<file path="src/rtl/axi_burst_pkg.sv">
// Shared types and default widths for the AXI write-burst beat tracker.
// Optional statistics are enabled with AXI_BURST_LAST_GEN_STATS_EN.
package axi_burst_pkg;

    localparam int AXI_CNT_W  = 8;
    localparam int AXI_XFER_W = 32;

    typedef enum logic [0:0] {
        ST_IDLE   = 1'b0,
        ST_ACTIVE = 1'b1
    } burst_state_t;

endpackage

</file>
<file path="src/rtl/axi_burst_stats.sv">
// Burst completion counter and sticky protocol-error flag for axi_burst_last_gen.
// Only instantiated when AXI_BURST_LAST_GEN_STATS_EN is defined.
module axi_burst_stats #(
    parameter int XFER_W = 32
) (
    input  logic              clk,
    input  logic              rst_n,
    input  logic              start,
    input  logic              handshake,
    input  logic              busy,
    input  logic              axi_last,
    output logic [XFER_W-1:0] bursts_done,
    output logic              proto_err
);

    logic [XFER_W-1:0] r_bursts;
    logic              r_err;

    // Count every accepted beat that closes a burst; a new transfer restarts the count.
    always_ff @(posedge clk or negedge rst_n) begin
        if (!rst_n) begin
            r_bursts <= '0;
        end else if (start) begin
            r_bursts <= '0;
        end else if (handshake && axi_last) begin
            r_bursts <= r_bursts + XFER_W'(1);
        end else begin
            r_bursts <= r_bursts;
        end
    end

    // Sticky flag: a beat offered while idle or on top of a start pulse is lost.
    always_ff @(posedge clk or negedge rst_n) begin
        if (!rst_n) begin
            r_err <= 1'b0;
        end else if (handshake && (start || !busy)) begin
            r_err <= 1'b1;
        end else begin
            r_err <= r_err;
        end
    end

    assign bursts_done = r_bursts;
    assign proto_err   = r_err;

endmodule

</file>
<file path="src/rtl/axi_burst_last_gen.sv">
// Runtime-configurable AXI write-burst beat tracker generating WLAST.
// Define AXI_BURST_LAST_GEN_STATS_EN to add bursts_done / proto_err outputs.
module axi_burst_last_gen
    import axi_burst_pkg::*;
#(
    parameter int CNT_W  = AXI_CNT_W,
    parameter int XFER_W = AXI_XFER_W
) (
    input  logic              clk,
    input  logic              rst_n,
    input  logic              start,
    input  logic [XFER_W-1:0] xfer_beats,
    input  logic [CNT_W-1:0]  burst_len,
    input  logic              handshake,
    input  logic              last,
    output logic              axi_last,
    output logic              busy,
    output logic              xfer_done,
    output logic [CNT_W-1:0]  beat_idx
`ifdef AXI_BURST_LAST_GEN_STATS_EN
    ,
    output logic [XFER_W-1:0] bursts_done,
    output logic              proto_err
`endif
);

    localparam logic [XFER_W-1:0] REM_ONE = XFER_W'(1);

    burst_state_t      r_state;
    logic [CNT_W-1:0]  r_beat;
    logic [CNT_W-1:0]  r_len;
    logic [XFER_W-1:0] r_rem;
    logic              r_done;

    logic w_busy;
    logic w_rem_one;
    logic w_axi_last;

    assign w_busy    = (r_state == ST_ACTIVE);
    assign w_rem_one = (r_rem == REM_ONE);
    // The remaining-count term closes a short final burst; last passes through even when idle.
    assign w_axi_last = (w_busy & ((r_beat == r_len) | w_rem_one)) | last;

    // Transfer state: start has priority and drops any coincident beat.
    always_ff @(posedge clk or negedge rst_n) begin
        if (!rst_n) begin
            r_state <= ST_IDLE;
            r_beat  <= '0;
            r_len   <= '0;
            r_rem   <= '0;
            r_done  <= 1'b0;
        end else if (start) begin
            r_len  <= burst_len;
            r_rem  <= xfer_beats;
            r_beat <= '0;
            if (xfer_beats != '0) begin
                r_state <= ST_ACTIVE;
                r_done  <= 1'b0;
            end else begin
                r_state <= ST_IDLE;
                r_done  <= 1'b1;
            end
        end else if (handshake && w_busy) begin
            r_rem  <= r_rem - XFER_W'(1);
            r_beat <= w_axi_last ? '0 : (r_beat + CNT_W'(1));
            if (w_rem_one || last) begin
                r_state <= ST_IDLE;
                r_done  <= 1'b1;
            end else begin
                r_state <= r_state;
                r_done  <= 1'b0;
            end
        end else begin
            r_done <= 1'b0;
        end
    end

    assign axi_last  = w_axi_last;
    assign busy      = w_busy;
    assign xfer_done = r_done;
    assign beat_idx  = r_beat;

`ifdef AXI_BURST_LAST_GEN_STATS_EN
    axi_burst_stats #(
        .XFER_W (XFER_W)
    ) u_stats (
        .clk         (clk),
        .rst_n       (rst_n),
        .start       (start),
        .handshake   (handshake),
        .busy        (w_busy),
        .axi_last    (w_axi_last),
        .bursts_done (bursts_done),
        .proto_err   (proto_err)
    );
`endif

endmodule

</file>
<file path="config.mk">
export PLATFORM = sky130hd
export DESIGN_NAME = axi_burst_last_gen
export DESIGN_NICKNAME = d
export VERILOG_FILES = /design/src/rtl/axi_burst_pkg.sv /design/src/rtl/axi_burst_stats.sv /design/src/rtl/axi_burst_last_gen.sv
export SDC_FILE = /design/constraint.sdc
export NUM_CORES = 1
export LEC_CHECK = 0
export CAP_MARGIN = 15
export CORE_AREA = 2 2 77 79
export DETAILED_ROUTE_END_ITERATION = 8
export DIE_AREA = 0 0 79 81
export PLACE_DENSITY = 0.9
export SETUP_SLACK_MARGIN = 0.5
export SLEW_MARGIN = 10
export SYNTH_ARGS = -nofsm -noshare
export SYNTH_HDL_FRONTEND = slang
export SYNTH_SLANG_ARGS = --single-unit
export TNS_END_PERCENT = 5
</file>
<file path="constraint.sdc">
create_clock -name clk -period 2.7 [get_ports clk]
set_input_delay 0.27 -clock clk [delete_from_list [all_inputs] [get_ports clk]]
set_output_delay 0.27 -clock clk [all_outputs]
set_load 0.01 [all_outputs]
</file>
==> results.yml <==
outcome:
  status: "complete, no violations"
floorplanning:
  die_y_um: 81
  die_w_um: 79
  dieArea_um2: 6399
  initial_core_util: 0.4998
  floorplan.core_area_um2: 5675
  num_io_pins: 56
  rows: 28
setup_path:
  path_class: "register to output pin"
  path_max_fanout: 4
  worstSetupEndpointType: "output pin"
  cp.arrival_ns: 2.06
  r2r_cells: 6
  required_ns: 2.43
  startpoint_type: "register"
sta:
  setup_slack_ns: 0.3690
  min_period_over_period: 0.8633
  timing.setup.tns_ns: 0
  slew_headroom: 0.6258
  rsz0062_at_grt: "yes"
  slew_violations: 0
  worst_pin_slew_ns: 0.5613
  hold_viol_final: 0
  max_freq_ghz: 0.4290
  min_period_ns: 2.331
  clock_skew_ns: 0.006726
  setup_viol_count_final: 0
placed_design:
  place_congestion: 0.9135
  io_buffers: 55
  pre_cts_ws_ns: 0.08998
  place_area_um2: 3472
  place_hpwl_mm: 5.179
finish:
  area_growth_pct: 29.60
  antennaDiodeCount: 0
  final_nets: 413
  regArea_um2: 1251
  final_core_util: 0.6477
  final_area_um2: 3676
  drive_above_1_share: 0.1421
  multi_input_area_um2: 1551
  fillCellCount: 470
routing:
  vias_per_cell: 5.828
  drcViolationCount: 0
  antenna_left: 0
  wl_per_cell_um: 16.62
  drt_iter0_markers: 262
  num_vias: 2570
  wl_mm: 7.330
  dr.pass1.iters: 4
power_and_ir_drop:
  p_total_uw: 1660
  p_per_area_nw_per_um2: 451.6
  leakagePower_uw: 0.001420
  vdd_drop_max_mv: 0.2808
yosys:
  ys_ff_latch: 50
  syn_area_um2: 2836
  async_reset_ff_frac: 1.000
  avgSynthCellArea_um2: 9.423
  yosys_warnings: 0
  synth_enable_flop_cells: 0
  seq_area_frac_synth: 0.4411
  synth_ff_type: "dfrtp_1"
  synthCells: 301
  syn-num-nets: 349
  synth_cell_types: 42
grt:
  grt_pass1_vias: 2617
  grt_pass1_wl_mm: 11.92
  gr-usage-all-layers: 0.2366
  grt_start_max_net_pins: 66
  antenna_found_initial: 0
  grt_remaining_overflow: 0
hold_path:
  worstHoldPathCells: 2
  hold_path.class: "primary input to register"
clocking:
  cts_max_level: 2
  clk_pin_slew_worst_paths_ns: 0.09
  clock-sinks: 50
  clockBufferDepth: 2
  cts-root-buf: "clkbuf_8"
  worstSkewPairLatency_ns: 0.30
  cts_inserted_buffers: 5
  cts_tree: "built"
job:
  max-cap-violations: 0
[metal layers]
| metal | vias to the layer above | wire [um] | share of wire | GRT usage |
|---|---|---|---|---|
| li1 | 1201 | - | - | - |
| met1 | 1242 | 2996 | 0.41 | 0.2880 |
| met2 | 107 | 3762 | 0.51 | 0.4254 |
| met3 | 20 | 413 | 0.056 | 0.04778 |
| met4 | 0 | 157 | 0.021 | 0.07069 |
| met5 | - | 0 | 0 | 0 |
[where the power goes]
group          total, uW  switching, uW  internal [uW]
combinational        329            153            175
sequential           888           78.3            810
clock                443            260            183
total               1660            492           1170
[critical path, cell delays in order, from the launching register on]
cell	delay (ns)
dfrtp_1	0.42
or4_4	0.55
o41a_1	0.46
nand2_2	0.10
o21a_1	0.12
buf_2	0.12
[cells in the final DEF (no fill, tap or decap), drive strengths merged, types with 5 or more instances in the layout]
master and instances:
nand4 11, nand2 40, nor4 20, dfrtp 50, xor2 23, buf 19
nand3 14, o21ai 29, mux2 10, xnor2 18, or3 5, nor3 12
nor2 14, clkdlybuf4s50 52, clkbuf 5
[what timing repair did]
item,in CTS,in global routing
endpoints found under the hold margin,24,0
gates resized for setup,11,2
setup endpoints to repair,5,9
hold buffers,1,0
setup buffers,5,3
pin swaps,2,3
[worst paths after layout]
kind	slack [ns]	from	endpoint
worst min-delay path	0.40	start	beat_idx[1]
max in group asynchronous	1.45	rst_n	r_rem[24]
min in group asynchronous	0.47	rst_n	r_rem[11]
worst max-delay path	0.37	r_rem[18]	axi_last
worst min register to register	0.53	r_len[2]	r_len[2]
worst max register to register	0.43	r_rem[2]	r_rem[29]
[kinds of logic (layout without fill, tap and decap cells)]
logic type	count (synthesis)	count (layout)	synth area share
buffers and inverters	18	83	0.02999
DFF	50	50	0.4411
and+or+nand+nor	133	133	0.2541
AOI/OAI and AO/OA	46	46	0.09528
xor gates and xnor gates	41	41	0.1266
muxes	10	10	0.03970
adders and majority gates	3	3	0.01323
[area by class of cell]
class                           count  area share
Sequential cell                    50      0.3404
Timing Repair Buffer               72      0.1845
Tap cell                           75     0.02553
Inverter                            3    0.003063
Clock buffer                        5     0.01872
Multi-Input combinational cell    233      0.4221
Clock inverter                      3    0.005786
[flip-flops by register name (all words and copies together) (netlist names)]
register   cells
beat_idx       8
busy           1
xfer_done      1
r_rem         32
r_len          8
[cell usage after synthesis (2+ instances only)]
master / n / area, um^2
or3_1: 4 / 25.02
or4_1: 3 / 22.52
a211oi_1: 3 / 22.52
nor2_1: 13 / 48.80
and3_1: 3 / 18.77
nor3b_1: 2 / 15.01
xnor2_1: 18 / 157.7
ha_1: 3 / 37.54
nand3_1: 13 / 65.06
nand2_1: 40 / 150.1
o21a_1: 2 / 15.01
xor2_1: 23 / 201.4
nor3_1: 11 / 55.05
dfrtp_1: 50 / 1251
clkbuf_1: 12 / 45.04
mux2_2: 10 / 112.6
nor2b_1: 2 / 12.51
o21ai_0: 29 / 145.1
a31oi_1: 2 / 12.51
o31a_1: 2 / 17.52
inv_1: 3 / 11.26
clkbuf_4: 2 / 15.01
a21oi_1: 4 / 20.02
nor4_1: 19 / 118.9
nand4_1: 11 / 68.82
[stage by stage]
step	cells	hold WS [ns]
finish	441	0.3988
global route	441	0.4154
CTS	438	0.3986
detailed placement	424	0.2847
global placement	424	0.2831
floorplan	301	-0.02559
Power figures use the tool's default switching activity.
